[src/rtl/mlp_seq_classifier_if.sv]
// Valid/ready bundle for mlp_seq_classifier: feature vector in, class index and neuron values out.
interface mlp_seq_classifier_if #(
    parameter int N_IN   = 21,
    parameter int IN_W   = 4,
    parameter int N_OUT  = 3,
    parameter int OACC_W = 21
);
    localparam int OUT_W = (N_OUT > 1) ? $clog2(N_OUT) : 1;

    logic                          in_valid;
    logic                          in_ready;
    logic [N_IN*IN_W-1:0]          inp;
    logic                          out_valid;
    logic                          out_ready;
    logic [OUT_W-1:0]              out;
    logic [N_OUT*(OACC_W-1)-1:0]   predo;

    modport master (
        output in_valid, inp, out_ready,
        input  in_ready, out_valid, out, predo
    );

    modport slave (
        input  in_valid, inp, out_ready,
        output in_ready, out_valid, out, predo
    );
endinterface

[src/rtl/mlp_seq_classifier.sv]
// Time-multiplexed 2-layer ReLU MLP with argmax, one shared MAC, coefficients as parameters.
// Define MLP_ACC_SAT_EN to make accumulator adds saturate instead of wrap.
module mlp_seq_classifier #(
    parameter int N_IN   = 21,
    parameter int IN_W   = 4,
    parameter int N_HID  = 3,
    parameter int N_OUT  = 3,
    parameter int W_W    = 8,
    parameter int HACC_W = 14,
    parameter int OACC_W = 21,
    parameter logic [N_HID*N_IN*W_W-1:0]  W0 = '0,
    parameter logic [N_HID*HACC_W-1:0]    B0 = '0,
    parameter logic [N_OUT*N_HID*W_W-1:0] W1 = '0,
    parameter logic [N_OUT*OACC_W-1:0]    B1 = '0
) (
    input  logic                clk,
    input  logic                rst,
    mlp_seq_classifier_if.slave bus
);
    localparam int OUT_W = (N_OUT > 1) ? $clog2(N_OUT) : 1;
    localparam int PW    = HACC_W + W_W;
    localparam int MW    = (PW > OACC_W) ? PW : OACC_W;
    localparam int SW    = ((MW > HACC_W) ? MW : HACC_W) + 1;
    localparam int CNT_W = $clog2(N_IN + N_HID + N_OUT + 1);
    localparam int HV_W  = HACC_W - 1;
    localparam int OV_W  = OACC_W - 1;

    localparam logic [1:0] IDLE = 2'd0;
    localparam logic [1:0] L0   = 2'd1;
    localparam logic [1:0] L1   = 2'd2;
    localparam logic [1:0] DONE = 2'd3;

    logic [1:0]            state_reg;
    logic [CNT_W-1:0]      row_reg;
    logic [CNT_W-1:0]      col_reg;
    logic [N_IN*IN_W-1:0]  feat_reg;
    logic [N_HID*HV_W-1:0] hid_reg;
    logic [N_OUT*OV_W-1:0] pred_reg;
    logic signed [SW-1:0]  acc_reg;
    logic [OV_W-1:0]       best_val_reg;
    logic [OV_W-1:0]       cand_val_reg;
    logic [OUT_W-1:0]      best_idx_reg;
    logic [OUT_W-1:0]      cand_idx_reg;
    logic [OUT_W-1:0]      out_reg;

    // Bring a full-precision sum back into a w-bit accumulator, sign-extended to SW.
    function automatic logic signed [SW-1:0] fit(input logic signed [SW-1:0] s, input int w);
`ifdef MLP_ACC_SAT_EN
        logic signed [SW-1:0] hi;
        logic signed [SW-1:0] lo;
        hi = (SW'(1) <<< (w - 1)) - SW'(1);
        lo = -hi - SW'(1);
        if (s > hi)
            fit = hi;
        else if (s < lo)
            fit = lo;
        else
            fit = s;
`else
        fit = (s <<< (SW - w)) >>> (SW - w);
`endif
    endfunction

    logic                 in_l0;
    logic                 first;
    logic                 last_col;
    logic                 take;
    logic [HACC_W-1:0]    a_op;
    logic signed [W_W-1:0] w_sel;
    logic signed [PW-1:0] prod;
    logic signed [SW-1:0] bias;
    logic signed [SW-1:0] base;
    logic signed [SW-1:0] sum;
    logic signed [SW-1:0] fitted;
    logic [HV_W-1:0]      relu_h;
    logic [OV_W-1:0]      relu_o;
    logic [OUT_W-1:0]     win_idx;
    logic [OV_W-1:0]      win_val;

    always_comb begin
        in_l0 = (state_reg == L0);
        first = (col_reg == '0);
        if (in_l0) begin
            a_op     = HACC_W'(feat_reg[col_reg*IN_W +: IN_W]);
            w_sel    = W0[(row_reg*N_IN + col_reg)*W_W +: W_W];
            bias     = SW'($signed(B0[row_reg*HACC_W +: HACC_W]));
            last_col = (col_reg == CNT_W'(N_IN - 1));
        end else begin
            a_op     = {1'b0, hid_reg[col_reg*HV_W +: HV_W]};
            w_sel    = W1[(row_reg*N_HID + col_reg)*W_W +: W_W];
            bias     = SW'($signed(B1[row_reg*OACC_W +: OACC_W]));
            last_col = (col_reg == CNT_W'(N_HID - 1));
        end
        prod   = PW'($signed(a_op)) * PW'(w_sel);
        base   = first ? bias : acc_reg;
        sum    = base + SW'(prod);
        fitted = fit(sum, in_l0 ? HACC_W : OACC_W);
        relu_h = fitted[SW-1] ? '0 : fitted[HV_W-1:0];
        relu_o = fitted[SW-1] ? '0 : fitted[OV_W-1:0];
        // Strictly greater keeps the lower index on ties.
        take    = (cand_val_reg > best_val_reg);
        win_idx = take ? cand_idx_reg : best_idx_reg;
        win_val = take ? cand_val_reg : best_val_reg;
    end

    always_ff @(posedge clk or posedge rst) begin
        if (rst) begin
            state_reg    <= IDLE;
            row_reg      <= '0;
            col_reg      <= '0;
            feat_reg     <= '0;
            hid_reg      <= '0;
            pred_reg     <= '0;
            acc_reg      <= '0;
            best_val_reg <= '0;
            cand_val_reg <= '0;
            best_idx_reg <= '0;
            cand_idx_reg <= '0;
            out_reg      <= '0;
        end else begin
            case (state_reg)
                IDLE: begin
                    if (bus.in_valid) begin
                        feat_reg  <= bus.inp;
                        row_reg   <= '0;
                        col_reg   <= '0;
                        state_reg <= L0;
                    end
                end
                L0: begin
                    acc_reg <= fitted;
                    if (last_col) begin
                        hid_reg[row_reg*HV_W +: HV_W] <= relu_h;
                        col_reg <= '0;
                        if (row_reg == CNT_W'(N_HID - 1)) begin
                            row_reg      <= '0;
                            state_reg    <= L1;
                            best_val_reg <= '0;
                            best_idx_reg <= '0;
                            cand_val_reg <= '0;
                            cand_idx_reg <= '0;
                        end else begin
                            row_reg <= row_reg + CNT_W'(1);
                        end
                    end else begin
                        col_reg <= col_reg + CNT_W'(1);
                    end
                end
                L1: begin
                    // The compare trails neuron completion by one cycle; row == N_OUT is the drain step.
                    best_val_reg <= win_val;
                    best_idx_reg <= win_idx;
                    if (row_reg == CNT_W'(N_OUT)) begin
                        out_reg   <= win_idx;
                        state_reg <= DONE;
                    end else begin
                        acc_reg <= fitted;
                        if (last_col) begin
                            pred_reg[(N_OUT - 1 - row_reg)*OV_W +: OV_W] <= relu_o;
                            cand_val_reg <= relu_o;
                            cand_idx_reg <= OUT_W'(row_reg);
                            col_reg      <= '0;
                            row_reg      <= row_reg + CNT_W'(1);
                        end else begin
                            col_reg <= col_reg + CNT_W'(1);
                        end
                    end
                end
                DONE: begin
                    if (bus.out_ready)
                        state_reg <= IDLE;
                end
                default: state_reg <= IDLE;
            endcase
        end
    end

    assign bus.in_ready  = (state_reg == IDLE);
    assign bus.out_valid = (state_reg == DONE);
    assign bus.out       = out_reg;
    assign bus.predo     = pred_reg;
endmodule

[src/flat_wrapper.sv]
// flat-port wrapper written by rule: the top's interface ports become plain ports
module mlp_seq_classifier_flat 
#(
    parameter int N_IN   = 21,
    parameter int IN_W   = 4,
    parameter int N_HID  = 3,
    parameter int N_OUT  = 3,
    parameter int W_W    = 8,
    parameter int HACC_W = 14,
    parameter int OACC_W = 21,
    parameter logic [N_HID*N_IN*W_W-1:0]  W0 = '0,
    parameter logic [N_HID*HACC_W-1:0]    B0 = '0,
    parameter logic [N_OUT*N_HID*W_W-1:0] W1 = '0,
    parameter logic [N_OUT*OACC_W-1:0]    B1 = '0
)
  (clk, rst, bus_in_valid, bus_inp, bus_out_ready, bus_in_ready, bus_out_valid, bus_out, bus_predo);
  mlp_seq_classifier_if #(.N_IN(N_IN), .IN_W(IN_W), .N_OUT(N_OUT), .OACC_W(OACC_W)) bus_i ();
  input  logic clk;
  input  logic rst;
  input wire logic [$bits(bus_i.in_valid)-1:0] bus_in_valid;
  input wire logic [$bits(bus_i.inp)-1:0] bus_inp;
  input wire logic [$bits(bus_i.out_ready)-1:0] bus_out_ready;
  output wire logic [$bits(bus_i.in_ready)-1:0] bus_in_ready;
  output wire logic [$bits(bus_i.out_valid)-1:0] bus_out_valid;
  output wire logic [$bits(bus_i.out)-1:0] bus_out;
  output wire logic [$bits(bus_i.predo)-1:0] bus_predo;
  assign bus_i.in_valid = bus_in_valid;
  assign bus_i.inp = bus_inp;
  assign bus_i.out_ready = bus_out_ready;
  assign bus_in_ready = bus_i.in_ready;
  assign bus_out_valid = bus_i.out_valid;
  assign bus_out = bus_i.out;
  assign bus_predo = bus_i.predo;
  mlp_seq_classifier #(.N_IN(N_IN), .IN_W(IN_W), .N_HID(N_HID), .N_OUT(N_OUT), .W_W(W_W), .HACC_W(HACC_W), .OACC_W(OACC_W), .W0(W0), .B0(B0), .W1(W1), .B1(B1)) u_core (.clk(clk), .rst(rst), .bus(bus_i));
endmodule
[config.mk]
export PLATFORM = sky130hd
export DESIGN_NAME = mlp_seq_classifier_flat
export DESIGN_NICKNAME = d
export VERILOG_FILES = /design/src/rtl/mlp_seq_classifier_if.sv /design/src/rtl/mlp_seq_classifier.sv /design/src/flat_wrapper.sv
export SDC_FILE = /design/constraint.sdc
export NUM_CORES = 1
export LEC_CHECK = 0
export BUFFER_PORTS_ARGS = -buffer_cell sky130_fd_sc_hd__buf_2
export CORE_UTILIZATION = 35
export CTS_CLUSTER_DIAMETER = 120
export DETAILED_ROUTE_END_ITERATION = 6
export GPL_TIMING_DRIVEN = 0
export PLACE_DENSITY = 0.59
export SLEW_MARGIN = 10
export SYNTH_ARGS = -nofsm -noshare
export SYNTH_HDL_FRONTEND = slang
export SYNTH_SLANG_ARGS = --single-unit
[constraint.sdc]
create_clock -name clk -period 6.3 [get_ports clk]
set_clock_uncertainty 0.05 [all_clocks]
set_input_delay 1.26 -clock clk [delete_from_list [all_inputs] [get_ports clk]]
set_output_delay 1.26 -clock clk [all_outputs]
set_load 0.01 [all_outputs]
==> run summary, run 1 <==
Status -> complete, no violations
Largest family of logic cells by synthesized area -> compound AO/OA/AOI/OAI gates
Category of the worst setup path launch point -> flop
H-tree level count -> 4
Xor/xnor share of the synthesized area -> 1.75%
Share of cell area taken by muxes after synthesis -> 9.96%
Slew @ Worst Pin -> 1220 ps
Clock network latency to the later pin of the worst-skew pair -> 430 ps
Share of synthesized area occupied by flip-flops and latches -> 38.9%
Largest cells by area after synthesis -> sky130_fd_sc_hd__dfrtp_1 39%, sky130_fd_sc_hd__mux2_2 6.5%, sky130_fd_sc_hd__ha_1 6.2%, sky130_fd_sc_hd__nand2_1 4.3%, sky130_fd_sc_hd__a22o_1 3.7%
Leakage Power -> 5.04 nW
Buffer cell driving the clock tree root -> sky130_fd_sc_hd__clkbuf_16
Final setup vio count -> 0
Combined area of the multi-input logic cells -> 5210 um^2
Fraction of layout instances using a drive strength above 1 -> 19.8%
Most numerous cell types in the synthesized netlist -> 139 x sky130_fd_sc_hd__dfrtp_1, 102 x sky130_fd_sc_hd__nand2_1, 66 x sky130_fd_sc_hd__o21ai_0, 57 x sky130_fd_sc_hd__nor2_1, 52 x sky130_fd_sc_hd__mux2_2
Data arrival, critical path -> 6270 ps
Net count of the mapped netlist -> 1103
Initial antenna violation count -> 0
Ys Warns -> 0
WP depth -> 23
Core Box Area -> 25100 um^2
Combined buffer and inverter count along the critical path -> 6
Final Non-Filler Cells -> 1400
Die outline area -> 26200 um^2
Compound-cell area share of the yosys netlist -> 20.5%
Final max-slew violation count -> 0
Share of synthesized flip-flops with an asynchronous set or reset -> 100%
Max rail drop VDD -> 0.178 mV
Post-synthesis share of cell area spent on full adders, half adders and majority gates -> 6.38%
Number of distinct standard cells referenced by the synthesized netlist -> 77
Y dimension of the die -> 162 um
Ratio of total power to cell area -> 186 nW/um^2
Worst-path maximum fanout -> 10
Final design instance area without fill -> 10500 um^2
CTS buffer count -> 17
Placer's final routability congestion estimate -> 0.951
Final worst-path cycle share -> 96.0%
Via count of the first global-routing pass -> 7629
Post-route setup slack -> 249 ps
Pin count of the biggest net entering global routing -> 86
Maximum achievable frequency -> 165 MHz
Worst hold path class -> reg -> reg
Setup Crit Path Kind -> reg -> reg
Total placed instance area -> 9730 um^2
Number of buffers between clock root and the deepest sink -> 2
Total DRC errors in the routed layout -> 0
Hold buffers post-CTS -> 0
Initial drt markers -> 627
Number of instances in the synthesized netlist -> 970
Max transition margin -> 18.4%
Cells traversed along the worst timing path -> buf_4, clkbuf_4, clkbuf_4, clkbuf_4, a2111o_1, ha_1, ha_4, inv_1, a21oi_4, o21ai_1, nand2b_1, ha_4, nand4bb_4, nor3_1, nand2_1, or4_4, o21ai_2, nand2_1, or4b_4, or2_1, buf_2, nor4_1, a211oi_1
Number of flops mapped to enable cells by yosys -> 0
Detailed placer's ending HPWL -> 19300 um
Routed via count -> 7931
Port-buffer cells -> 67
Library cell with the largest summed area after synthesis -> sky130_fd_sc_hd__dfrtp_1
Required time of the worst setup path -> 6520 ps
Remaining global-route overflow -> 0
Share of synthesized cell area in and, or, nand and nor gates -> 18.0%
Top Ports -> 152
Standard-cell row count -> 58
Element type at the critical path end -> flop
#FFs+latches synth -> 139
Post-DR vias/cell -> 5.67
Cell Area, Synth -> 8950 um^2
Top FF cell, synth -> sky130_fd_sc_hd__dfrtp_1
Setup repair after global routing missed its margin -> no
Number of antenna diodes -> 0
CP most frequent cell -> sky130_fd_sc_hd__clkbuf_4
Number of hold violations in the final report -> 0
Routed wire length -> 25600 um
Total clock sinks -> 139
Register Area -> 3480 um^2
First-pass GRT wire length -> 41400 um
Worst-path clk slew -> 70 ps
Placed insts -> 1368
Fill cells -> 2531
# Max-Cap Violations -> 0
Instance count along the most critical hold path -> 2
Highest cell delay on the worst timing path -> 580 ps
Fin nets -> 1190
Post-DR wirelength/cell -> 18.3 um
Number of nets with antenna violations after routing -> 0
Average cell area after synthesis -> 9.22 um^2
Register-to-Register Path Depth -> 23
Initial Util -> 35.6%
All-Layer GR Usage -> 20.0%
Slowest cell on the critical path -> sky130_fd_sc_hd__or4_4
Min Clock Period, post-route -> 6050 ps
Die span in x -> 162 um
Signed area change from the synthesized netlist to the final layout -> 17.5%
TritonCTS clock tree -> done
Area share of the largest cell type after synthesis -> 38.9%
Max FFs per register -> 60
Number of detailed-route iterations in the first pass -> 5
Most instantiated library cell after synthesis -> sky130_fd_sc_hd__dfrtp_1
Worst setup slack before clock tree synthesis -> -1290 ps
Worst path top cell family by delay -> simple AND/OR/NAND/NOR gates
Design Power -> 1.95 mW
## layer usage
metal  GRT usage (%)  vias up  routed length, um
met2            31.2      276              11700
met5               0        -                  0
met4            8.88        0                919
met3            3.22       55               1320
met1            27.3     3829              11700
li1                -     3771                  -
## kinds of logic (layout without fill, tap and decap cells)
logic type / count (synthesis) / count (layout)
simple gates: 317 / 317
mux: 81 / 81
xor+xnor: 17 / 17
flops: 139 / 139
fa+ha+maj: 45 / 45
buf+inv: 100 / 200
compound gates: 271 / 271
## through the flow
stage	hold slack, ps	TNS, ps	utilization (%)
floorplan	415	0	-
global placement	417	-114220	38.6
detailed placement	424	-70070	38.7
CTS	440	0	41.6
global route	468	0	41.9
finish	436	0	41.9
## power by group
| part | switching [mW] | internal [mW] | total (mW) | leakage, nW |
|---|---|---|---|---|
| sequential | 0 | 0.892 | 0.892 | 1.92 |
| clock | 0.441 | 0.599 | 1.04 | 0.296 |
| combinational | 0.0172 | 0.00271 | 0.0199 | 2.82 |
## cell type report
class	instances	share of cell area (%)
buffer	55	2.34
clock buffer	17	4.05
clock inverter	15	1.76
inverter	42	1.58
multi-input combinational	731	49.6
sequential	139	33.1
tap	330	3.93
timing repair buffer	71	3.67
## final timing paths
kind | startpoint | end | slack, ps
setup / recovery | u_core.row_reg[0]$_DFFE_PP0P_ | u_core.bus.predo[38]$_DFFE_PP0P_ | 250
hold reg to reg | u_core.bus.out[1]$_DFFE_PP0P_ | u_core.bus.out[1]$_DFFE_PP0P_ | 440
hold / removal | u_core.bus.out[1]$_DFFE_PP0P_ | u_core.bus.out[1]$_DFFE_PP0P_ | 440
min in group asynchronous | rst | u_core.bus.predo[15]$_DFFE_PP0P_ | 810
max in group asynchronous | rst | u_core.bus.out[1]$_DFFE_PP0P_ | 4610
setup reg to reg | u_core.row_reg[0]$_DFFE_PP0P_ | u_core.bus.predo[38]$_DFFE_PP0P_ | 250
## worst register-to-register path: stages, from the launching register on
cell and delay [ps]:
sky130_fd_sc_hd__dfrtp_1 430, sky130_fd_sc_hd__buf_4 210, sky130_fd_sc_hd__clkbuf_4 210, sky130_fd_sc_hd__clkbuf_4 220, sky130_fd_sc_hd__clkbuf_4 220, sky130_fd_sc_hd__a2111o_1 460, sky130_fd_sc_hd__ha_1 330, sky130_fd_sc_hd__ha_4 300
sky130_fd_sc_hd__inv_1 80, sky130_fd_sc_hd__a21oi_4 120, sky130_fd_sc_hd__o21ai_1 100, sky130_fd_sc_hd__nand2b_1 190, sky130_fd_sc_hd__ha_4 340, sky130_fd_sc_hd__nand4bb_4 160, sky130_fd_sc_hd__nor3_1 150, sky130_fd_sc_hd__nand2_1 120
sky130_fd_sc_hd__or4_4 580, sky130_fd_sc_hd__o21ai_2 100, sky130_fd_sc_hd__nand2_1 80, sky130_fd_sc_hd__or4b_4 560, sky130_fd_sc_hd__or2_1 300, sky130_fd_sc_hd__buf_2 200, sky130_fd_sc_hd__nor4_1 280, sky130_fd_sc_hd__a211oi_1 100
## layout by cell type, fill, tap and decap left out, types with 13 or more instances in the layout
cell                          n
sky130_fd_sc_hd__nand2_1    102
sky130_fd_sc_hd__mux2i_1     17
sky130_fd_sc_hd__a21oi_1     37
sky130_fd_sc_hd__nor2b_1     20
sky130_fd_sc_hd__a22o_1      38
sky130_fd_sc_hd__ha_1        40
sky130_fd_sc_hd__mux2_2      52
sky130_fd_sc_hd__nor3_1      24
sky130_fd_sc_hd__nand4_1     13
sky130_fd_sc_hd__dfrtp_1    139
sky130_fd_sc_hd__nor2_1      57
sky130_fd_sc_hd__a31oi_1     14
sky130_fd_sc_hd__clkbuf_1    37
sky130_fd_sc_hd__nand3_1     36
sky130_fd_sc_hd__a21o_1      18
sky130_fd_sc_hd__buf_2       74
sky130_fd_sc_hd__clkbuf_16   17
sky130_fd_sc_hd__xnor2_1     13
sky130_fd_sc_hd__o21ai_0     65
sky130_fd_sc_hd__inv_1       40
sky130_fd_sc_hd__o22ai_1     32
## repair_timing
item	CTS	global route
buffers inserted	2	1
endpoints found under the setup margin	60	54
gates resized for setup	23	11
pin swaps	2	2
gates cloned	0	0
Power figures use the tool's default switching activity.
==> inputs of run 2 (changes only) <==
--- a/config.mk
+++ b/config.mk
@@ -6,10 +6,12 @@
 export NUM_CORES = 1
 export LEC_CHECK = 0
 export BUFFER_PORTS_ARGS = -buffer_cell sky130_fd_sc_hd__buf_2
+export CAP_MARGIN = 40
 export CORE_UTILIZATION = 35
 export CTS_CLUSTER_DIAMETER = 120
 export DETAILED_ROUTE_END_ITERATION = 6
 export GPL_TIMING_DRIVEN = 0
+export MAX_ROUTING_LAYER = met4
 export PLACE_DENSITY = 0.59
 export SLEW_MARGIN = 10
 export SYNTH_ARGS = -nofsm -noshare
==> run 2 against run 1 <==
- die area stayed put
- via count is 0.20% higher
- wire length is 1.6% higher
- worst hold slack worse by 1.1 ps
- worst setup slack better by 3.3 ps
- largest cell class unchanged
- non-clock buffer count is 4 higher
- first-iteration DRC count is 1.3% higher
- clock power is 9% higher
- register-to-register slack hardly changed
==> run summary, run 2 (synthesized netlist as in run 1, its figures left out) <==
Status -> complete, no violations
Final max-slew violation count -> 0
Required time of the worst setup path -> 6530 ps
# Max-Cap Violations -> 0
Most common library cell in the layout ignoring fill and taps -> sky130_fd_sc_hd__dfrtp_1
H-tree level count -> 4
Power Internal -> 1.61 mW
Number of antenna diodes -> 0
Initial Util -> 35.6%
Number of detailed-route iterations in the first pass -> 5
Post-DR vias/cell -> 5.66
Final setup vio count -> 0
Die span in x -> 162 um
Ratio of total power to cell area -> 193 nW/um^2
Final worst-path cycle share -> 96.0%
First-pass GRT wire length -> 42100 um
Total clock sinks -> 139
Y dimension of the die -> 162 um
Port-buffer cells -> 67
Hold_sp -> u_core.bus.out[1]$_DFFE_PP0P_
Max transition margin -> 37.0%
Detailed placer's ending HPWL -> 19500 um
Combinational share of power -> 1.0%
Worst-path clk slew -> 60 ps
Worst setup slack before clock tree synthesis -> -1380 ps
Min Clock Period, post-route -> 6050 ps
Worst path top cell family by delay -> simple AND/OR/NAND/NOR gates
Signed area change from the synthesized netlist to the final layout -> 18.3%
Maximum achievable frequency -> 165 MHz
TritonCTS clock tree -> done
Endpoint with the worst hold slack -> u_core.bus.out[1]$_DFFE_PP0P_
Via count of the first global-routing pass -> 7752
Buffer cell driving the clock tree root -> sky130_fd_sc_hd__clkbuf_16
Fin nets -> 1194
Most frequent cells in the layout -> 138 x sky130_fd_sc_hd__dfrtp_1, 102 x sky130_fd_sc_hd__nand2_1, 77 x sky130_fd_sc_hd__buf_2, 65 x sky130_fd_sc_hd__o21ai_0, 57 x sky130_fd_sc_hd__nor2_1
Worst hold path class -> reg -> reg
Slew @ Worst Pin -> 937 ps
Launch instance of the worst register-to-register path -> u_core.row_reg[0]$_DFFE_PP0P_
Worst r2r dst -> u_core.bus.predo[38]$_DFFE_PP0P_
Placer's final routability congestion estimate -> 0.953
Instance count along the most critical hold path -> 2
Initial drt markers -> 635
Category of the worst setup path launch point -> flop
Core Box Area -> 25100 um^2
Combined area of the multi-input logic cells -> 5200 um^2
Standard-cell row count -> 58
Source of the critical timing path -> u_core.row_reg[0]$_DFFE_PP0P_
Fraction of layout instances using a drive strength above 1 -> 20.0%
Top Ports -> 152
Post-DR wirelength/cell -> 18.6 um
Pin count of the biggest net entering global routing -> 86
Proportion of power drawn by the clock network -> 55.3%
Die outline area -> 26200 um^2
Utilization of the core after routing -> 42.2%
Fill cells -> 2553
Routed via count -> 7947
Highest cell delay on the worst timing path -> 500 ps
Power spent charging and discharging nets -> 0.436 mW
Setup Crit Path Kind -> reg -> reg
Post-route setup slack -> 252 ps
Slowest cell on the critical path -> sky130_fd_sc_hd__or4b_4
Worst-path maximum fanout -> 10
Max FFs per register -> 60
Switching share of power -> 21.3%
Element type at the critical path end -> flop
Number of nets with antenna violations after routing -> 0
Leakage Power -> 5.07 nW
Data arrival, critical path -> 6280 ps
Number of hold violations in the final report -> 0
Reg2Reg Setup Slack -> 250 ps
Routed wire length -> 26100 um
Clock network latency to the later pin of the worst-skew pair -> 430 ps
Register Area -> 3480 um^2
Share of power burned in registers -> 43.7%
Total DRC errors in the routed layout -> 0
Combined buffer and inverter count along the critical path -> 6
Worst Hold Margin -> 435 ps
All-Layer GR Usage -> 21.0%
Number of buffers between clock root and the deepest sink -> 2
CTS buffer count -> 17
Initial antenna violation count -> 0
Cells traversed along the worst timing path -> buf_6, clkbuf_4, clkbuf_4, buf_2, a2111o_1, ha_1, ha_4, inv_1, a21oi_4, o21ai_1, ha_1, and3b_2, nor3b_2, o21ai_1, xnor2_1, or3_1, mux2_2, or4b_4, or2_1, buf_2, nor4_1, a211oi_1
Register-to-Register Path Depth -> 22
Remaining global-route overflow -> 0
Max rail drop VDD -> 0.178 mV
## run 2: cell count changes in the layout (fill, tap and decap cells not counted), moves of 2 or more
cell                              change
sky130_fd_sc_hd__clkinvlp_4           +2
sky130_fd_sc_hd__clkinv_4             -2
sky130_fd_sc_hd__o21ai_2              -2
sky130_fd_sc_hd__buf_2                +3
sky130_fd_sc_hd__clkdlybuf4s18_2      +2
sky130_fd_sc_hd__bufinv_16            +3
sky130_fd_sc_hd__o21ai_1              +2
## run 2: worst min-delay path, delay by kind of cell, from the launching register on
family	cells	cell delay (ps)
AOI/OAI and AO/OA	1	60
DFF	1	340
and+or+nand+nor	1	50
## run 2: routing by layer
| layer | part of all wire, % | up-vias | wire, um | global-route usage, % |
|---|---|---|---|---|
| met4 | 3.0 | 0 | 778 | 7.93 |
| met5 | 0 | - | 0 | - |
| met3 | 5.4 | 58 | 1410 | 3.45 |
| met2 | 46 | 260 | 12100 | 32.7 |
| met1 | 45 | 3854 | 11800 | 27.4 |
| li1 | - | 3775 | - | - |
## run 2: cell type report
type | instances | area share [%]
clock buffers | 17 | 4.02
multi-input cells | 731 | 49.1
flip-flops and latches | 139 | 32.9
inverters | 42 | 1.57
clock inverters | 15 | 2.23
plain buffers | 55 | 2.34
well taps | 330 | 3.90
repair buffers | 75 | 3.95
## run 2: worst max path at each step
stage	end	slack, ps	depth (start not counted)
floorplan	u_core.bus.predo[36]$_DFFE_PP0P_	220	23
global placement	u_core.bus.predo[33]$_DFFE_PP0P_	-1430	21
detailed placement	u_core.bus.predo[34]$_DFFE_PP0P_	-1380	21
global route	u_core.bus.predo[38]$_DFFE_PP0P_	-6	22
finish	u_core.bus.predo[38]$_DFFE_PP0P_	250	22
CTS	u_core.bus.predo[39]$_DFFE_PP0P_	2	23
## run 2: power by group through the flow
stage                     combinational, mW  sequential [mW]  clock, mW
after floorplan                      0.0130            0.909          0
after global placement               0.0188            0.909          0
after detailed placement             0.0215            0.909          0
after CTS                            0.0216            0.893       1.15
after global routing                 0.0245            0.892       1.19
final                                0.0199            0.893       1.13
## run 2: stage by stage
stage | instance area [um^2] | power (mW) | setup TNS [ps] | std cells
2_1_floorplan | 8950 | 0.922 | 0 | 970
3_3_place_gp | 9700 | 0.928 | -119250 | 1367
3_5_place_dp | 9760 | 0.931 | -74950 | 1372
4_1_cts | 10500 | 2.06 | 0 | 1403
5_1_grt | 10600 | 2.10 | -10.4 | 1404
6_report | 10600 | 2.04 | 0 | 1404
## run 2: repair_timing
| item | CTS | global route |
|---|---|---|
| pin swaps | 1 | 1 |
| setup buffers | 2 | 1 |
| hold endpoints to repair | 0 | 0 |
| hold buffers | 0 | 0 |
| endpoints found under the setup margin | 60 | 54 |
| gates resized for setup | 24 | 10 |
